**config.mk**
```make
export PLATFORM = sky130hd
export DESIGN_NAME = pe_psum_accumulator_flat
export DESIGN_NICKNAME = d
export VERILOG_FILES = /design/src/rtl/pe_psum_accumulator_if.sv /design/src/rtl/pe_psum_accumulator.sv /design/src/flat_wrapper.sv
export SDC_FILE = /design/constraint.sdc
export NUM_CORES = 1
export LEC_CHECK = 0
export ABC_AREA = 1
export CAP_MARGIN = 20
export CORE_MARGIN = 2
export CORE_UTILIZATION = 57
export CTS_CLUSTER_SIZE = 28
export DETAILED_ROUTE_END_ITERATION = 8
export PLACE_DENSITY = 0.92
export SKIP_CTS_REPAIR_TIMING = 1
export SYNTH_ARGS = -nofsm -noshare
export SYNTH_HDL_FRONTEND = slang
export SYNTH_SLANG_ARGS = --single-unit
```
**constraint.sdc**
```tcl
create_clock -name clk -period 2.65 [get_ports clk]
set_input_delay 0.53 -clock clk [delete_from_list [all_inputs] [get_ports clk]]
set_output_delay 0.53 -clock clk [all_outputs]
set_load 0.05 [all_outputs]
```
**src/rtl/pe_psum_accumulator_if.sv**
```systemverilog
// Handshake bundle for the PE partial-sum accumulator: command, term stream and result stream.
// The master side drives commands and terms; the slave side is the accumulator.
interface pe_psum_accumulator_if #(
   parameter int WIDTH = 8,
   parameter int CNT_W = 8
);
   logic                 start;
   logic [CNT_W-1:0]     len;
   logic                 in_valid;
   logic                 in_ready;
   logic [2*WIDTH-1:0]   in_data;
   logic                 out_valid;
   logic                 out_ready;
   logic [2*WIDTH-1:0]   out_data;
   logic                 out_ovf;
   logic                 busy;

   modport master (
      output start, len, in_valid, in_data, out_ready,
      input  in_ready, out_valid, out_data, out_ovf, busy
   );

   modport slave (
      input  start, len, in_valid, in_data, out_ready,
      output in_ready, out_valid, out_data, out_ovf, busy
   );
endinterface

```
**src/rtl/pe_psum_accumulator.sv**
```systemverilog
// Accumulates a fixed-length stream of unsigned PE product terms into a 2*WIDTH-bit sum
// with a sticky carry flag, then holds the result until the consumer takes it.
module pe_psum_accumulator #(
   parameter int WIDTH = 8,
   parameter int CNT_W = 8
) (
   input  logic                     clk,
   input  logic                     rst,
   pe_psum_accumulator_if.slave     bus
);
   localparam int DW = 2 * WIDTH;

   typedef enum logic [1:0] {
      IDLE = 2'd0,
      ACC  = 2'd1,
      DONE = 2'd2
   } state_t;

   state_t              state_reg, state_next;
   logic [DW-1:0]       acc_reg, acc_next;
   logic                ovf_reg, ovf_next;
   logic [CNT_W-1:0]    count_reg, count_next;
   logic [CNT_W-1:0]    len_reg, len_next;

   logic [DW:0]         sum_ext;
   logic [CNT_W-1:0]    count_inc;

   // One extra bit captures the carry-out of each addition.
   assign sum_ext   = {1'b0, acc_reg} + {1'b0, bus.in_data};
   assign count_inc = count_reg + CNT_W'(1);

   always_ff @(posedge clk or posedge rst) begin
      if (rst) begin
         state_reg <= IDLE;
         acc_reg   <= '0;
         ovf_reg   <= 1'b0;
         count_reg <= '0;
         len_reg   <= '0;
      end else begin
         state_reg <= state_next;
         acc_reg   <= acc_next;
         ovf_reg   <= ovf_next;
         count_reg <= count_next;
         len_reg   <= len_next;
      end
   end

   always_comb begin
      state_next = state_reg;
      acc_next   = acc_reg;
      ovf_next   = ovf_reg;
      count_next = count_reg;
      len_next   = len_reg;
      case (state_reg)
         IDLE: begin
            if (bus.start) begin
               acc_next   = '0;
               ovf_next   = 1'b0;
               count_next = '0;
               len_next   = bus.len;
               state_next = (bus.len == '0) ? DONE : ACC;
            end
         end
         ACC: begin
            if (bus.in_valid) begin
               acc_next   = sum_ext[DW-1:0];
               ovf_next   = ovf_reg | sum_ext[DW];
               count_next = count_inc;
               if (count_inc == len_reg) begin
                  state_next = DONE;
               end
            end
         end
         DONE: begin
            if (bus.out_ready) begin
               state_next = IDLE;
            end
         end
         default: begin
            state_next = IDLE;
         end
      endcase
   end

   // Result outputs are gated so they read zero outside DONE, including during reset.
   assign bus.in_ready  = (state_reg == ACC);
   assign bus.out_valid = (state_reg == DONE);
   assign bus.out_data  = (state_reg == DONE) ? acc_reg : '0;
   assign bus.out_ovf   = (state_reg == DONE) ? ovf_reg : 1'b0;
   assign bus.busy      = (state_reg == ACC) || (state_reg == DONE);
endmodule

```
**src/flat_wrapper.sv**
```systemverilog
// flat-port wrapper written by rule: the top's interface ports become plain ports
module pe_psum_accumulator_flat 
#(
   parameter int WIDTH = 8,
   parameter int CNT_W = 8
)
  (clk, rst, bus_start, bus_len, bus_in_valid, bus_in_data, bus_out_ready, bus_in_ready, bus_out_valid, bus_out_data, bus_out_ovf, bus_busy);
  pe_psum_accumulator_if #(.WIDTH(WIDTH), .CNT_W(CNT_W)) bus_i ();
  input  logic clk;
  input  logic rst;
  input wire logic [$bits(bus_i.start)-1:0] bus_start;
  input wire logic [$bits(bus_i.len)-1:0] bus_len;
  input wire logic [$bits(bus_i.in_valid)-1:0] bus_in_valid;
  input wire logic [$bits(bus_i.in_data)-1:0] bus_in_data;
  input wire logic [$bits(bus_i.out_ready)-1:0] bus_out_ready;
  output wire logic [$bits(bus_i.in_ready)-1:0] bus_in_ready;
  output wire logic [$bits(bus_i.out_valid)-1:0] bus_out_valid;
  output wire logic [$bits(bus_i.out_data)-1:0] bus_out_data;
  output wire logic [$bits(bus_i.out_ovf)-1:0] bus_out_ovf;
  output wire logic [$bits(bus_i.busy)-1:0] bus_busy;
  assign bus_i.start = bus_start;
  assign bus_i.len = bus_len;
  assign bus_i.in_valid = bus_in_valid;
  assign bus_i.in_data = bus_in_data;
  assign bus_i.out_ready = bus_out_ready;
  assign bus_in_ready = bus_i.in_ready;
  assign bus_out_valid = bus_i.out_valid;
  assign bus_out_data = bus_i.out_data;
  assign bus_out_ovf = bus_i.out_ovf;
  assign bus_busy = bus_i.busy;
  pe_psum_accumulator #(.WIDTH(WIDTH), .CNT_W(CNT_W)) u_core (.clk(clk), .rst(rst), .bus(bus_i));
endmodule
```
==> metrics.md <==
| Metric | Value |
|---|---|
| Dpl ws | -6.836 ps |
| CTS H-tree depth | 2 |
| Critical path launch point type | flop |
| FP Rows | 25 |
| Drt wl/cell | around 14 um |
| GRT Residual Overflow | 0 |
| Critical path required time | about 2100 ps |
| Synth Instances | ~400 |
| EDFF count, synth | 0 |
| Avg Cell Area, Syn | 6.783 um^2 |
| Critical Path AT | about 1900 ps |
| Area contributors post-synth | dfrtp_1 (32%), nand2_1 (16%), ha_1 (9.2%), inv_1 (8.6%), nand3_1 (6.8%) |
| I/O pins | just under 50 |
| IO buf count | 48 |
| Int Pwr | 1745 uW |
| Routed Antenna Nets | 0 |
| Ys Warns | 0 |
| Clk_lat worst skew | ~290 ps |
| Seq/Total Area, Yosys | 0.3236 |
| Avg Vias per Cell | around 5.8 |
| TritonCTS buffer count | 5 |
| Overall Global Routing Usage | 0.2937 |
| Seq cells post-synth | 35 |
| R2r setup slk | ~550 ps |
| Number of distinct library cells after synthesis | 31 |
| Power per Cell Area | 967.4 mW/mm^2 |
| Unrepaired setup endpoints after global routing | no |
| Post-synth top area cell | dfrtp_1 |
| CTS tree | done |
| Ys async rst share | 1.000 |
| Ys flop type | dfrtp_1 |
| Logic pwr share | 0.593 |
| Clock sinks | 35 |
| Via Count | a little under 3000 |
| Worst hold path type | flop to flop |
| Area growth syn-to-layout | 29.91% |
| Final WS setup | roughly 210 ps |
| Clk_skew | 5.900 ps |
| # DRC | 0 |
| Detailed placement HPWL | ~5.3 mm |
| Core Footprint | 0.004661 mm^2 |
| Routed WL | approximately 7 mm |
| Pleak | roughly 0.0018 uW |
| Share of layout cells above drive strength 1 | 0.08850 |
| Peak VDD IR | between 0.001 and 0.0015 V |
| Clock transition at path regs | 70 ps |
| Router iterations before antenna repair | 5 |
| Crit path capture type | output port |
| NetSw | 1657 uW |
| Net Count, Synth | 449 |
| Detailed Route Iter0 Violations | ~260 |
| CTS root buffer | clkbuf_8 |
| Initial antenna violation count | 0 |
| Yosys top cell area share | 0.3236 |
| First-pass GRT wire length | 12.26 mm |
| Layout net count | around 500 |
| Max Clock Freq | 409.5 MHz |
| Max-Cap Viols | 0 |
| Post-synth design cell area | approximately 0.0027 mm^2 |
| Max Slew Vio Count | 0 |
| WS Path Type | flop to output port |
| Clock group share of total power | 0.139 |
| Largest fanout on the critical path | 6 |
| Hold WS | ~520 ps |
| Initial Util | 0.5807 |
| Number of setup violations in the final report | 0 |
| Vias in the first global route | roughly 2900 |
| ANT cells | 0 |
| Tcrit/Tclk final | 0.9215 |
| Largest net degree at the start of global routing | 36 |
| Die ar. | 0.005315 mm^2 |
| Worst Max-Slew Pin Slew | ~490 ps |
| Max-slew headroom | 0.6690 |
| Final hold vios | 0 |
| Switching power share of the total | 0.4871 |
| Chip Width | between 70 and 80 um |
| Chip Height | between 70 and 80 um |
| Sequential share of power | 0.268 |
| Worst-case clock buffer depth | 2 |
| Max reg flops | 16 |
| Status | finished, final reports clean |
| Routability cong. | about 0.94 |
| Final Critical Period | around 2400 ps |
==> routing by layer <==
| metal | track usage | wire [um] | vias up |
|---|---|---|---|
| met5 | 0 | 0 | - |
| met4 | 0.1399 | 251 | 0 |
| met3 | 0.05525 | 571 | 28 |
| met2 | 0.5202 | 3496 | 163 |
| met1 | 0.3398 | 2839 | 1343 |
| li1 | - | - | 1401 |
==> cells by family (layout without fill, tap and decap cells) <==
| kind of cell | count (synthesis) | in the layout | share of synthesized area |
|---|---|---|---|
| adders and majority gates | 21 | 21 | 0.09986 |
| and+or+nand+nor | 196 | 196 | 0.3088 |
| DFF | 35 | 35 | 0.3236 |
| buffers and inverters | 71 | 124 | 0.1045 |
| AOI/OAI and AO/OA | 73 | 73 | 0.1535 |
| xor gates and xnor gates | 3 | 3 | 0.009711 |
==> worst paths after layout <==
| check | startpoint | endpoint | cells after the start |
|---|---|---|---|
| max | u_core.state_reg[1] | bus_in_ready | 3 |
| min | u_core.acc_reg[7] | u_core.acc_reg[7] | 2 |
| max reg2reg | u_core.acc_reg[0] | u_core.acc_reg[8] | 11 |
| min reg2reg | u_core.acc_reg[7] | u_core.acc_reg[7] | 2 |
| max in group asynchronous | rst | u_core.len_reg[0] | 3 |
| min in group asynchronous | rst | u_core.acc_reg[13] | 3 |
==> power groups by stage <==
| stage | Combinational [uW] | Clock (uW) | Sequential [uW] |
|---|---|---|---|
| after floorplan | 1450 | 0 | 851 |
| after global placement | 1910 | 0 | 902 |
| after detailed placement | 1970 | 0 | 911 |
| after CTS | 2000 | 472 | 903 |
| after global routing | 2230 | 493 | 926 |
| final | 2020 | 472 | 912 |
==> final cells by class <==
| cell class | instances | area (um^2) |
|---|---|---|
| Tap cell | 54 | 67.56 |
| Fill cell | 339 | 1145 |
| Sequential cell | 35 | 875.8 |
| Clock inverter | 1 | 30.03 |
| Clock buffer | 6 | 72.57 |
| Timing Repair Buffer | 52 | 678.2 |
| Inverter | 65 | 244.0 |
| Multi-Input combinational cell | 293 | 1548 |
==> cell usage after synthesis (3+ instances only) <==
| cell | instances |
|---|---|
| nand2_1 | 115 |
| inv_1 | 62 |
| nand3_1 | 37 |
| dfrtp_1 | 35 |
| o21ai_0 | 30 |
| nor2_1 | 25 |
| a21oi_1 | 21 |
| ha_1 | 20 |
| nand4_1 | 6 |
| nand3b_1 | 4 |
| o21ai_1 | 4 |
| o21bai_1 | 4 |
| a21boi_0 | 3 |
| clkbuf_1 | 3 |
| inv_2 | 3 |
| nand2_2 | 3 |
| nor3_1 | 3 |
| o22ai_1 | 3 |
==> per-stage QoR <==
step	total power [uW]	utilization	cells	TNS [ps]	area [um^2]
after floorplan	2301	-	399	0	2706
after global placement	2810	0.7323	499	0	3413
after detailed placement	2884	0.7323	499	-6.836	3413
after CTS	3378	0.7544	506	0	3516
after global routing	3651	0.7544	506	0	3516
final	3401	0.7544	506	0	3516
==> critical path: stages (launching register included) <==
cell,delay [ps]
dfrtp_1,410
inv_1,90
ha_1,280
clkdlybuf4s50_1,850
==> placed cells by master, fill, tap and decap left out, drive strengths merged <==
master         Yosys  routed
o21bai             4       4
o21ai             35      35
xnor2              1       1
clkbuf             3       6
nand3b             4       4
a22o               1       1
fa                 1       1
o22ai              4       4
nor2              28      28
a21boi             3       3
dfrtp             35      35
buf                3      22
nand3             37      37
ha                20      20
a21o               2       2
nand2            118     118
nand4              6       6
xor2               2       2
o31ai              2       2
bufinv             0       1
inv               65      65
clkdlybuf4s50      0      30
nor3               3       3
a21oi             22      22
No activity file was read; power rests on OpenSTA's default activity.
==> variant 1: new RTL, same settings <==
`CNT_W` is set to 8 in 3 places; all go to 10.
--- a/src/rtl/pe_psum_accumulator_if.sv
+++ b/src/rtl/pe_psum_accumulator_if.sv
@@ -2,7 +2,7 @@
 // The master side drives commands and terms; the slave side is the accumulator.
 interface pe_psum_accumulator_if #(
    parameter int WIDTH = 8,
-   parameter int CNT_W = 8
+   parameter int CNT_W = 10
 );
    logic                 start;
    logic [CNT_W-1:0]     len;
--- a/src/rtl/pe_psum_accumulator.sv
+++ b/src/rtl/pe_psum_accumulator.sv
@@ -2,7 +2,7 @@
 // with a sticky carry flag, then holds the result until the consumer takes it.
 module pe_psum_accumulator #(
    parameter int WIDTH = 8,
-   parameter int CNT_W = 8
+   parameter int CNT_W = 10
 ) (
    input  logic                     clk,
    input  logic                     rst,
--- a/src/flat_wrapper.sv
+++ b/src/flat_wrapper.sv
@@ -2,7 +2,7 @@
 module pe_psum_accumulator_flat 
 #(
    parameter int WIDTH = 8,
-   parameter int CNT_W = 8
+   parameter int CNT_W = 10
 )
   (clk, rst, bus_start, bus_len, bus_in_valid, bus_in_data, bus_out_ready, bus_in_ready, bus_out_valid, bus_out_data, bus_out_ovf, bus_busy);
   pe_psum_accumulator_if #(.WIDTH(WIDTH), .CNT_W(CNT_W)) bus_i ();
Ports: changed (resized bus_len); port bits go from 49 to 51. No check against the original RTL was run, so the function may have changed too.
==> variant 1 against the original RTL <==
  * Count of clock-buffer cells in the layout stayed put
  * Sequential cell count rose by 4
  * Register-to-register slack better by 0.12 ns
  * Worst setup slack better by 0.042 ns
  * Critical path depth unchanged
  * Utilization decreased by 0.97 points
  * Sequential power rose by 9.6%
  * Total power grew 5.2%
  * Design area grew 6.8%
  * Synthesized cell count rose by 7.3%
  * Clock power fell by 12%
  * Area after synthesis up 8.1%
  * Non-clock buffer count up 2
  * Wire length increased by 3.5%
  * Critical endpoint is now bus_busy
  * Largest power group unchanged
==> variant 1: results (changes against the original RTL) <==
largest net degree at the start of global routing=40 (+11%); Commonest cells post-synth=129 x nand2_1, 68 x inv_1, 39 x dfrtp_1; Max VDD drop=0.682 mV (-33%); FF+latch area=976 sq um (+11%); metal2 WL=4000 um (+14%); CP arrival=1.87 ns (-0.04 ns); Net Count, Synth=480 (+6.9%); Seq/Total Area, Yosys=0.334 (+0.00999); invs w/o clock=72 (+11%); wirelength, routed=7410 um (+3.5%); post-synthesis cell count=428 (+7.3%); post-layout util=0.745 (-0.00970); Post-Synth XOR/XNOR Area=0.0257 (+0.0160); GR Util met3=0.0542 (-0.00102); vias in the first global route=2,903 (+1.3%); WL met1=2860 um (+0.88%); #MultiIn Comb=309 (+5.5%); routed wire length on met3=389 um (-32%); Die Area=0.00572 sq mm (+7.6%); Tightest Pin Transition=0.692 ns (+0.197 ns); DRT iter0 DRCs=247 (-4.6%); first-pass GRT wire length=12,400 um (+1.4%); Synth cell types=33 (+6.5%); highest metal layer with signal wires=met4; crit path max fanout=3 (-3); Layout Nets=533 (+6.2%); GPL Wtd Cong=0.930 (-1.1%); Layout fillers=386 (+14%); Non-clock buffers=54 (+3.8%); non-clk buf share=0.183 (-0.0103); worst slack, placed=0.169 ns (+0.176 ns); total CTS buffers=5 (unchanged); 1st-pass router iterations=4 (-1); vias per cell=5.42 (-6.5%); total clock sinks=39 (+11%); met1 layer usage reported by global route=0.312 (-0.0282); top cells by area, synth=dfrtp_1 33%, nand2_1 17%, inv_1 8.7%, ha_1 8.6%, nand3_1 6.2%; post-synthesis adder-cell area fraction=0.0924 (-0.00747); met2 usage=0.542 (+0.0218); status=completed; YS warnings=0 (unchanged); Clock-cell share=0.0233 (-0.00586); Detail Placement HPWL=5690 um (+7.7%); placed cell count=544 (+9.0%); layout cell share with drive strength beyond 1=0.102 (+0.0134); GRT Total Usage=0.288 (-0.00533); fin cells=551 (+8.9%); multi-input combinational area share=0.439 (-0.00136); complex-gate fraction of the synthesized area=0.125 (-0.0286); worst hold path class=register to register; final setup skew=0.0101 ns (+0.00424 ns)
[variant 1: changes by cell type after synthesis, sizes merged, moves of 3 or more]
cell	change
nand2	+19
inv	+7
dfrtp	+4
o31ai	+3
clkbuf	+3
o21ai	-7
o21bai	-3
a21boi	-3
[variant 1: where the power goes]
| part | total [uW] | internal [uW] | switching, uW |
|---|---|---|---|
| clock network | 416 | 204 | 212 |
| logic | 2160 | 789 | 1370 |
| registers | 1000 | 812 | 189 |
| total | 3580 | 1800 | 1770 |
[variant 1: cell families after synthesis]
kind of cell / after synthesis
simple gates: 215
xor+xnor: 7
fa+ha+maj: 21
compound gates: 66
buf+inv: 80
flops: 39
[variant 1: worst max-delay path: stages (launching register included)]
cell and delay (ns):
dfrtp_1 0.39, inv_1 0.07, ha_1 0.29, clkdlybuf4s50_1 0.82
[variant 1: worst paths after layout]
| kind | cells past startpoint | startpoint | end | slack (ns) |
|---|---|---|---|---|
| max in group asynchronous | 3 | rst | u_core.acc_reg[9]$_DFFE_PP0P_ | 1.64 |
| min | 2 | u_core.len_reg[6]$_DFFE_PP0P_ | u_core.len_reg[6]$_DFFE_PP0P_ | 0.51 |
| max | 3 | u_core.state_reg[0]$_DFFE_PP0P_ | bus_busy | 0.25 |
| min in group asynchronous | 3 | rst | u_core.acc_reg[0]$_DFFE_PP0P_ | 0.65 |
| min reg2reg | 2 | u_core.len_reg[6]$_DFFE_PP0P_ | u_core.len_reg[6]$_DFFE_PP0P_ | 0.51 |
| max reg2reg | 6 | u_core.state_reg[1]$_DFFE_PP0P_ | u_core.acc_reg[8]$_DFFE_PP0P_ | 0.67 |
==> variant 2: new RTL, config.mk and constraints unchanged <==
Without the edit above. Make the reset (`rst`) synchronous in one clocked block.
--- a/src/rtl/pe_psum_accumulator.sv
+++ b/src/rtl/pe_psum_accumulator.sv
@@ -29,7 +29,7 @@
    assign sum_ext   = {1'b0, acc_reg} + {1'b0, bus.in_data};
    assign count_inc = count_reg + CNT_W'(1);
 
-   always_ff @(posedge clk or posedge rst) begin
+   always_ff @(posedge clk) begin
       if (rst) begin
          state_reg <= IDLE;
          acc_reg   <= '0;
Function: differs if rst is asserted again (counterexample within 4 cycles, from zero or initial values and one cycle with rst high); with rst held inactive, the same outputs for 4 cycles.
==> variant 2 against the original RTL <==
  * Sequential share of layout area down 2.7 points
  * Wire length down 9.4%
  * Design area down 10%
  * Non-clock buffer count up 1
  * Area after synthesis down 6.1%
  * Total power down 27%
  * Synthesized cell count up 1.3%
  * Worst setup slack better by 0.10 ns
  * Global-route usage down 2.1 points
  * Via count down 5.2%
  * Maximum frequency up 4.2%
  * Clock skew up 0.0016 ns
  * Sequential cell count unchanged
==> variant 2: results (changes against the original RTL) <==
GPL Wtd Cong=0.931 (-0.97%); worst slack, placed=0.0361 ns (+0.0429 ns); DRT iter0 DRCs=229 (-12%); Max VDD drop=0.792 mV (-22%); 1st-pass router iterations=4 (-1); Seq/Total Area, Yosys=0.276 (-0.0478); final setup skew=0.00746 ns (+0.00156 ns); Net Count, Synth=454 (+1.1%); total CTS buffers=5 (unchanged); crit path max fanout=19 (+13); status=completed; initial antenna violation count=0 (unchanged); Leak=0.00159 uW (-13%); Layout Nets=505 (+0.60%); vias in the first global route=2,650 (-7.6%); ys flop type=dfxtp_1; H-tree depth=2 (unchanged); vias per cell=5.47 (-5.6%); CP arrival=1.81 ns (-0.10 ns); GRT Total Usage=0.273 (-0.0206); YS warnings=0 (unchanged); top cells by area, synth=dfxtp_1 28%, nand2_1 18%, a21oi_1 11%, ha_1 9.9%, inv_1 8.7%; Wirelength per Cell=12.8 um (-9.8%); layout cell share with drive strength beyond 1=0.0943 (+0.00580); Core Region=0.00432 sq mm (-7.2%); Max-slew headroom=0.486 (-0.183); Commonest cells post-synth=120 x nand2_1, 59 x inv_1, 55 x a21oi_1; Synth cell types=30 (-3.2%); Layout fillers=359 (+5.9%); Detail Placement HPWL=4830 um (-8.7%); FFs w/ async S/R, synth=0 (-1.00); Switching Share=0.457 (-0.0303); first-pass GRT wire length=11,100 um (-9.2%); largest net degree at the start of global routing=24 (-33%)
## variant 2: stage by stage
step / area, sq um / instances / hold slack [ns]
floorplan: 2540 / 404 / 0.437
global placement: 3040 / 500 / 0.456
detailed placement: 3040 / 500 / 0.461
CTS: 3150 / 508 / 0.473
global route: 3150 / 508 / 0.485
finish: 3150 / 508 / 0.473
## variant 2: final cells by class
class / instances / area, sq um / area share
Multi-Input combinational cell: 301 / 1580 / 0.501
Sequential cell: 35 / 701 / 0.222
Timing Repair Buffer: 53 / 473 / 0.150
Inverter: 59 / 221 / 0.0703
Clock buffer: 5 / 68.8 / 0.0218
Tap cell: 52 / 65.1 / 0.0206
Clock inverter: 3 / 43.8 / 0.0139
## variant 2: cell families (layout without fill, tap and decap cells)
| logic type | after synthesis | in the layout | share of synthesized area |
|---|---|---|---|
| buffers and inverters | 68 | 120 | 0.102 |
| AND/OR/NAND/NOR | 189 | 189 | 0.320 |
| flip-flops | 35 | 35 | 0.276 |
| AO/OA/AOI/OAI | 85 | 85 | 0.174 |
| adder cells (fa/ha/maj) | 21 | 21 | 0.106 |
| XOR/XNOR | 6 | 6 | 0.0207 |
## variant 2: power groups by stage
stage	clock network, uW	registers, uW	logic, uW
floorplan	0	699	934
global placement	0	715	1210
CTS	493	707	1260
finish	499	708	1270
global route	528	721	1420
detailed placement	0	718	1250
## variant 2: final timing paths
check | start | to | slack (ns) | cells past startpoint
setup reg to reg | u_core.state_reg[0]$_SDFFE_PP0P_ | u_core.state_reg[0]$_SDFFE_PP0P_ | 0.54 | 12
setup / recovery | u_core.state_reg[0]$_SDFFE_PP0P_ | bus_out_ovf | 0.31 | 5
hold / removal | u_core.len_reg[3]$_SDFFE_PP0P_ | u_core.len_reg[3]$_SDFFE_PP0P_ | 0.47 | 2
hold reg to reg | u_core.len_reg[3]$_SDFFE_PP0P_ | u_core.len_reg[3]$_SDFFE_PP0P_ | 0.47 | 2
## variant 2: worst max-delay path, stage by stage, from the launching register on
cell and delay, ns:
dfxtp_1 0.31, inv_1 0.11, ha_1 0.67, nand2_1 0.15
inv_1 0.08, buf_4 0.19
## variant 2: layer usage
metal	global-route usage	share of wire
met4	0.122	0.023
met1	0.338	0.44
met5	0	0
met2	0.455	0.47
met3	0.0613	0.066
